--- src/rtl/req_ack_pkg.sv ---
// Shared constants and helpers for the req/ack responder.
package req_ack_pkg;

  localparam int REQ_ACK_MAX_DELAY = 16;
  localparam int REQ_ACK_CNT_W     = 16;

  // Width needed to hold the values 0..n.
  function automatic int cnt_w(input int n);
    return $clog2(n + 1);
  endfunction

endpackage

--- src/rtl/req_ack_delay_line.sv ---
// DELAY-deep 1-bit shift register with async clear; the tail bit is the registered ack.
module req_ack_delay_line
  import req_ack_pkg::*;
#(
  parameter int DELAY = 3
) (
  input  logic clk,
  input  logic rst_n,
  input  logic din,
  output logic tail
);

  logic [DELAY-1:0] vld_pipe;

  always_ff @(posedge clk or negedge rst_n) begin
    if (!rst_n) vld_pipe <= '0;
    else        vld_pipe <= (vld_pipe << 1) | DELAY'(din);
  end

  assign tail = vld_pipe[DELAY-1];

endmodule

--- src/rtl/req_ack_responder.sv ---
// Fixed-latency handshake responder: each accepted req rise is acked DELAY cycles later.
// Define REQ_ACK_STATS_EN to add saturating ack_cnt/drop_cnt outputs.
module req_ack_responder
  import req_ack_pkg::*;
#(
  parameter int DELAY   = 3,
  parameter int MAX_OUT = 2
) (
  input  logic                         clk,
  input  logic                         rst_n,
  input  logic                         req,
  output logic                         ack,
  output logic                         drop,
  output logic [cnt_w(MAX_OUT)-1:0]    outstanding,
`ifdef REQ_ACK_STATS_EN
  output logic [REQ_ACK_CNT_W-1:0]     ack_cnt,
  output logic [REQ_ACK_CNT_W-1:0]     drop_cnt,
`endif
  output logic                         busy
);

  localparam int OW = cnt_w(MAX_OUT);

  logic req_q;
  logic rise;
  logic retire;
  logic accept;

  always_ff @(posedge clk or negedge rst_n) begin
    if (!rst_n) req_q <= 1'b0;
    else        req_q <= req;
  end

  assign rise   = req & ~req_q;
  assign retire = ack;
  // outstanding >= retire always holds, so the subtraction cannot wrap.
  assign accept = rise &&
                  (((OW+1)'(outstanding) - (OW+1)'(retire)) < (OW+1)'(MAX_OUT));

  req_ack_delay_line #(.DELAY(DELAY)) u_dly (
    .clk   (clk),
    .rst_n (rst_n),
    .din   (accept),
    .tail  (ack)
  );

  always_ff @(posedge clk or negedge rst_n) begin
    if (!rst_n) begin
      drop        <= 1'b0;
      outstanding <= '0;
    end else begin
      drop <= rise & ~accept;
      case ({accept, retire})
        2'b10:   outstanding <= outstanding + 1'b1;
        2'b01:   outstanding <= outstanding - 1'b1;
        default: outstanding <= outstanding;
      endcase
    end
  end

  assign busy = (outstanding != '0);

`ifdef REQ_ACK_STATS_EN
  always_ff @(posedge clk or negedge rst_n) begin
    if (!rst_n) begin
      ack_cnt  <= '0;
      drop_cnt <= '0;
    end else begin
      if (ack  && ack_cnt  != '1) ack_cnt  <= ack_cnt  + 1'b1;
      if (drop && drop_cnt != '1) drop_cnt <= drop_cnt + 1'b1;
    end
  end
`endif

endmodule

--- config.mk ---
export PLATFORM = sky130hd
export DESIGN_NAME = req_ack_responder
export DESIGN_NICKNAME = d
export VERILOG_FILES = /design/src/rtl/req_ack_pkg.sv /design/src/rtl/req_ack_delay_line.sv /design/src/rtl/req_ack_responder.sv
export SDC_FILE = /design/constraint.sdc
export NUM_CORES = 1
export LEC_CHECK = 0
export BUFFER_PORTS_ARGS = -buffer_cell sky130_fd_sc_hd__buf_4
export CAP_MARGIN = 20
export CORE_AREA = 5 5 42 44
export CTS_BUF_LIST = sky130_fd_sc_hd__clkbuf_8
export CTS_CLUSTER_SIZE = 24
export DETAILED_ROUTE_END_ITERATION = 6
export DIE_AREA = 0 0 47 49
export SYNTH_ARGS = -nofsm -noshare
export SYNTH_HDL_FRONTEND = slang
export SYNTH_SLANG_ARGS = --single-unit
--- constraint.sdc ---
create_clock -name clk -period 1.5 [get_ports clk]
set_clock_uncertainty 0.15 [all_clocks]
set_input_delay 0.075 -clock clk [delete_from_list [all_inputs] [get_ports clk]]
set_output_delay 0.075 -clock clk [all_outputs]
set_load 0.02 [all_outputs]
==> reports/qor.txt, run 1 <==
Synth top area share: 66.0%
Slowest CP cell: dfrtp_2
Netlist cell types: 10
Final period demand of the worst path: 1640 ps
Worst slew pin tran: 164 ps
Area leader, netlist: dfrtp_1
Worst path max stage delay: 390 ps
Register area share after synthesis: 66.0%
Core ar.: 1400 sq um
Vias in the first global route: 208
Routed Antenna Nets: 0
DP Worst Slack: -183 ps
CTS tree: built
Setup TNS Final: -137 ps
Total grt overflow: 0
Leading cell type in the layout, fill and taps excluded: buf_4
Sw Share: 32.2%
Pin count of the biggest net entering global routing: 8
Achievable Freq: 611 MHz
CP Launch Type: flip-flop
Diode count: 0
Number of setup violations in the final report: 1
Crit end category: flip-flop
Buf+Inv Stages, Crit Path: 0
Overall Global Routing Usage: 6.25%
Mapped Area: 265 sq um
Leakage: 0.227 nW
Pre-antenna DRT Iters: 1
Final Util: 33.9%
Worst-path cell chain: nor2b_4 > xnor2_2 > nand3b_1 > ha_4 > xnor2_1 > nor2_1 > xor2_1
P per Cell Area: 2140 nW/um^2
Fill cells: 145
Placer congestion estimate: 0.675
Vias: 197
DIE AREA: 2300 sq um
CTS clk-pin slew, worst paths: 40 ps
Sequential share of power: 27.8%
Syn nets: 22
Die span in y: 49 um
Rel. slew slack: 89.1%
1st-iter DRT viols: 0
I/O pin total: 8
Row Count: 14
Final Hold Viols: 0
Input/output buffers: 7
Worst vdd ir: 0.910 mV
Area growth, synth to finish: 79.2%
Fraction of layout cells with a size suffix above 1: 58.3%
Main area contributors after synthesis: dfrtp_1 66%, xnor2_1 9.9%, ha_1 4.7%, and3b_1 3.3%, nor2b_2 3.3%
DRC: 0
Psw: 0.328 mW
Clk pwr share: 25.0%
Total wire length: 570 um
Clk buf depth: 2
CTS H-tree lvls: 1
Vias per cell: 3.79
Most frequent cells in the layout: 12 x buf_4, 5 x dfrtp_1, 3 x clkbuf_8
First-pass GRT wire length: 862 um
Final Slew Violations: 0
Worst-skew pair later-pin latency: 230 ps
Routed len/inst: 11.0 um
CTS root buffer: clkbuf_8
Post-Syn Instances: 18
Initial antenna violation count: 0
Status: complete, but fails checks
Initial Util: 18.9%
Max Cap Viol: 0
Avg Inst Size Synth: 14.7 sq um
DIE WIDTH: 47 um
HP Class: input pin to asynchronous set/reset pin
Top Family by Delay on Critical Path: XOR/XNOR gates
Nets@finish: 41
Fin crit share: 109%
Synth Register Bits: 7
Syn. warnings: 0
Largest fanout on the critical path: 2
Crit Path Category: flip-flop to flip-flop
Setup WS post-layout: -137 ps
Worst EP arrival: 1630 ps
Failing checks: setup timing
Num CTS Buffers: 3
P_int: 0.691 mW
RSZ-0062 raised after global routing: true
Sink Count: 7
CP required: 1490 ps
Comb pwr share: 47.1%
cell families (layout without fill, tap and decap cells):
kind of cell | count (synthesis) | count (layout) | share of synthesized area (%)
simple gates | 6 | 6 | 16.0
flops | 7 | 7 | 66.0
xor+xnor | 4 | 4 | 13.2
fa+ha+maj | 1 | 1 | 4.72
buf+inv | 0 | 18 | 0
through the flow:
step | total power [mW] | area, sq um | hold slack (ps) | instances
final | 1.02 | 475 | 40.3 | 52
after floorplan | 0.508 | 293 | -371 | 18
after global placement | 0.690 | 395 | -266 | 45
after global routing | 1.08 | 475 | 42.6 | 52
after detailed placement | 0.710 | 395 | -260 | 45
after CTS | 1.01 | 468 | 36.2 | 52
cell usage after synthesis:
master    number
and3b_1        1
dfrtp_1        7
ha_1           1
nand3b_1       1
nor2_1         1
nor2b_2        1
nor3b_1        1
or2_1          1
xnor2_1        3
xor2_1         1
power groups by stage:
| stage | registers [mW] | logic [mW] | clock network, mW |
|---|---|---|---|
| floorplan | 0.352 | 0.156 | 0 |
| global placement | 0.280 | 0.410 | 0 |
| detailed placement | 0.287 | 0.423 | 0 |
| CTS | 0.285 | 0.458 | 0.266 |
| global route | 0.291 | 0.513 | 0.276 |
| finish | 0.284 | 0.480 | 0.255 |
repair_timing:
action | in CTS | in global routing
endpoints found under the setup margin | 1 | 2
gates resized for setup | 0 | 1
endpoints found under the hold margin | 10 | 0
buffers inserted | 1 | 0
pin swaps | 4 | 1
hold buffers | 2 | 0
layer usage:
metal | wire [um] | vias to the layer above | part of all wire (%) | global-route usage, %
li1 | - | 94 | - | -
met1 | 229 | 89 | 40 | 6.32
met4 | 26 | 0 | 4.6 | 6.91
met2 | 252 | 10 | 44 | 7.01
met5 | 0 | - | 0 | 0
met3 | 62 | 4 | 11 | 5.17
flip-flops by register name, indices dropped and copies added (netlist names):
name and count:
req_q 1, drop 1, u_dly.vld_pipe 3, outstanding 2
final timing paths:
kind                                                   from                           to  slack [ps]  cells past startpoint
worst min register to register  u_dly.vld_pipe[1]$_DFF_PN0_  u_dly.vld_pipe[2]$_DFF_PN0_         190                      0
worst max register to register  u_dly.vld_pipe[2]$_DFF_PN0_   outstanding[1]$_DFFE_PN0P_        -140                      7
max in group asynchronous                             rst_n  u_dly.vld_pipe[2]$_DFF_PN0_        1030                      2
worst min-delay path                                  rst_n               drop$_DFF_PN0_          40                      2
worst max-delay path            u_dly.vld_pipe[2]$_DFF_PN0_   outstanding[1]$_DFFE_PN0P_        -140                      7
min in group clk                u_dly.vld_pipe[1]$_DFF_PN0_  u_dly.vld_pipe[2]$_DFF_PN0_         190                      0
final cells by class:
type                    instances  area, sq um  area share [%]
clock inverters                 1         3.75           0.789
repair buffers                 14          110            23.2
well taps                      16         20.0            4.21
flip-flops and latches          7          178            37.4
multi-input cells              11          123            25.8
clock buffers                   3         41.3            8.68
Note: power is estimated with default switching activity, not from simulation.
==> run 2: changes to the inputs <==
REMOVE_ABC_BUFFERS = 1   (was default)
==> run 2 against run 1 <==
Against the previous run: the run still ends with setup timing left; critical path depth is the same; final cell count unchanged; die area unchanged; power increased by 2.8%; largest power group unchanged; critical path type unchanged; first-iteration DRC count rose by 2; non-clock buffer count stayed put; hold slack better by 4.0 ps; via count increased by 3.0%; sequential share of layout area fell by 1.1 points; final area grew 1.6%.
==> reports/qor.txt, run 2 (synthesis results as in run 1) <==
Row Count: 14 (unchanged)
Leakage: 0.235 nW (+3.5%)
Psw: 0.342 mW (+4.3%)
First-pass GRT wire length: 993 um (+15%)
Area growth, synth to finish: 82.1%
Die span in y: 49 um (unchanged)
Worst vdd ir: 0.923 mV (+1.4%)
Nets@finish: 41 (unchanged)
Total grt overflow: 0 (unchanged)
Placer congestion estimate: 0.625 (-7.4%)
Crit Path Category: flip-flop to flip-flop
Worst EP arrival: 1610 ps (-20 ps)
Final Hold Viols: 0 (unchanged)
Fill cells: 152 (+4.8%)
CTS tree: built
Fin crit share: 110% (+0.75 points)
Sw Share: 32.7% (+0.45 points)
CP Launch Type: flip-flop
Worst slew pin tran: 189 ps (+25.1 ps)
RSZ-0062 raised after global routing: true
RR Startpoint: outstanding[0]$_DFFE_PN0P_
CTS H-tree lvls: 1 (unchanged)
Number of flip-flops in the largest register: 3 (unchanged)
I/O pin total: 8 (unchanged)
Worst-skew pair later-pin latency: 220 ps (about the same)
Leading cell type in the layout, fill and taps excluded: buf_4
Achievable Freq: 607 MHz (-0.68%)
Max Cap Viol: 0 (unchanged)
Hold slack: 44.3 ps (+4.01 ps)
CTS root buffer: clkbuf_8
Post-route cell area: 483 sq um (+1.6%)
Clk pwr share: 24.3% (-0.7 points)
Initial antenna violation count: 0 (unchanged)
Flop-to-flop setup slack: -150 ps (about the same)
Clk buf depth: 2 (unchanged)
Overall Global Routing Usage: 6.46% (+0.21 points)
Status: complete, but fails checks
Sequential share of power: 26.6% (-1.2 points)
Final Slew Violations: 0 (unchanged)
P_int: 0.706 mW (+2.1%)
Crit end category: flip-flop
Pre-antenna DRT Iters: 2 (+1)
Setup crit start: outstanding[0]$_DFFE_PN0P_
Input/output buffers: 7 (unchanged)
Routed len/inst: 12.1 um (+10%)
Vias in the first global route: 233 (+12%)
P per Cell Area: 2170 nW/um^2 (+1.2%)
Setup WS post-layout: -148 ps (-11.2 ps)
HP Class: input pin to asynchronous set/reset pin
1st-iter DRT viols: 2 (+2)
Routed Antenna Nets: 0 (unchanged)
Final period demand of the worst path: 1650 ps (+11.2 ps)
Setup TNS Final: -166 ps (-29.5 ps)
Total wire length: 627 um (+10%)
Top flop regs: u_dly.vld_pipe: 3 flops, outstanding: 2 flops
Failing checks: setup timing
DIE AREA: 2300 sq um (unchanged)
DIE WIDTH: 47 um (unchanged)
Fraction of layout cells with a size suffix above 1: 58.3% (unchanged)
Pin count of the biggest net entering global routing: 8 (unchanged)
Rel. slew slack: 87.4% (-1.7 points)
Initial Util: 18.9% (unchanged)
Vias per cell: 3.90 (+3.0%)
DRC: 0 (unchanged)
Placement Cell Area: 368 sq um (-7.0%)
Largest reg by FF count: u_dly.vld_pipe
Vias: 203 (+3.0%)
Diode count: 0 (unchanged)
Capturing point of the worst reg2reg path: outstanding[1]$_DFFE_PN0P_
CP required: 1460 ps (-30 ps)
Final Util: 34.5% (+0.54 points)
CTS clk-pin slew, worst paths: 40 ps (about the same)
Num CTS Buffers: 3 (unchanged)
Worst Setup EP: outstanding[1]$_DFFE_PN0P_
FF-to-FF path depth: 7 (unchanged)
Most frequent cells in the layout: 12 x buf_4, 7 x dfrtp_1, 3 x xnor2_2, 3 x clkbuf_8, 2 x dlygate4sd3_1
Number of setup violations in the final report: 2 (+1)
Core ar.: 1400 sq um (unchanged)
Largest fanout on the critical path: 2 (unchanged)
Sink Count: 7 (unchanged)
Comb pwr share: 49.1% (+2.0 points)
[run 2: final cells by class]
cell class,instances,area (sq um),area share (%)
clock buffers,3,41.3,8.55
clock inverters,1,3.75,0.777
multi-input cells,11,133,27.5
flip-flops and latches,7,175,36.3
well taps,16,20.0,4.15
repair buffers,14,110,22.8
[run 2: worst min path at each step]
| stage | start | to | depth (start not counted) |
|---|---|---|---|
| 2_1_floorplan | rst_n | drop$_DFF_PN0_ | 0 |
| 3_3_place_gp | rst_n | drop$_DFF_PN0_ | 1 |
| 3_5_place_dp | rst_n | u_dly.vld_pipe[0]$_DFF_PN0_ | 1 |
| 4_1_cts | rst_n | drop$_DFF_PN0_ | 2 |
| 5_1_grt | rst_n | u_dly.vld_pipe[2]$_DFF_PN0_ | 2 |
| 6_report | rst_n | u_dly.vld_pipe[2]$_DFF_PN0_ | 2 |
[run 2: routing by layer]
metal	global-route usage, %	wire (um)	vias to the layer above	share of wire (%)
li1	-	-	94	-
met3	5.54	57	0	9.1
met4	2.76	0	0	0
met5	0	0	-	0
met1	7.45	248	99	40
met2	8.37	321	10	51
[run 2: power by group through the flow]
stage | sequential, mW | combinational (mW) | clock [mW]
floorplan | 0.336 | 0.130 | 0
global placement | 0.268 | 0.384 | 0
detailed placement | 0.273 | 0.392 | 0
CTS | 0.275 | 0.416 | 0.263
global route | 0.287 | 0.552 | 0.283
finish | 0.279 | 0.515 | 0.255
[run 2: per-stage QoR]
| stage | instances | power (mW) | setup WS (ps) |
|---|---|---|---|
| floorplan | 18 | 0.467 | -206 |
| global route | 52 | 1.12 | -245 |
| global placement | 45 | 0.652 | -151 |
| detailed placement | 45 | 0.666 | -176 |
| finish | 52 | 1.05 | -148 |
| CTS | 51 | 0.954 | -150 |
[run 2: worst max-delay path, stage by stage (launching register included)]
cell      delay, ps
dfrtp_1         400
nor2b_4         140
xnor2_2         130
nand3b_1        160
ha_4            210
xnor2_2         140
nor2_2           50
xor2_1          150
[run 2: what timing repair did]
item	4_1_cts	5_1_grt
setup buffers	0	1
endpoints found under the hold margin	10	0
hold buffers	2	0
resized for setup	1	5
pin swaps	1	5
setup endpoints to repair	2	2
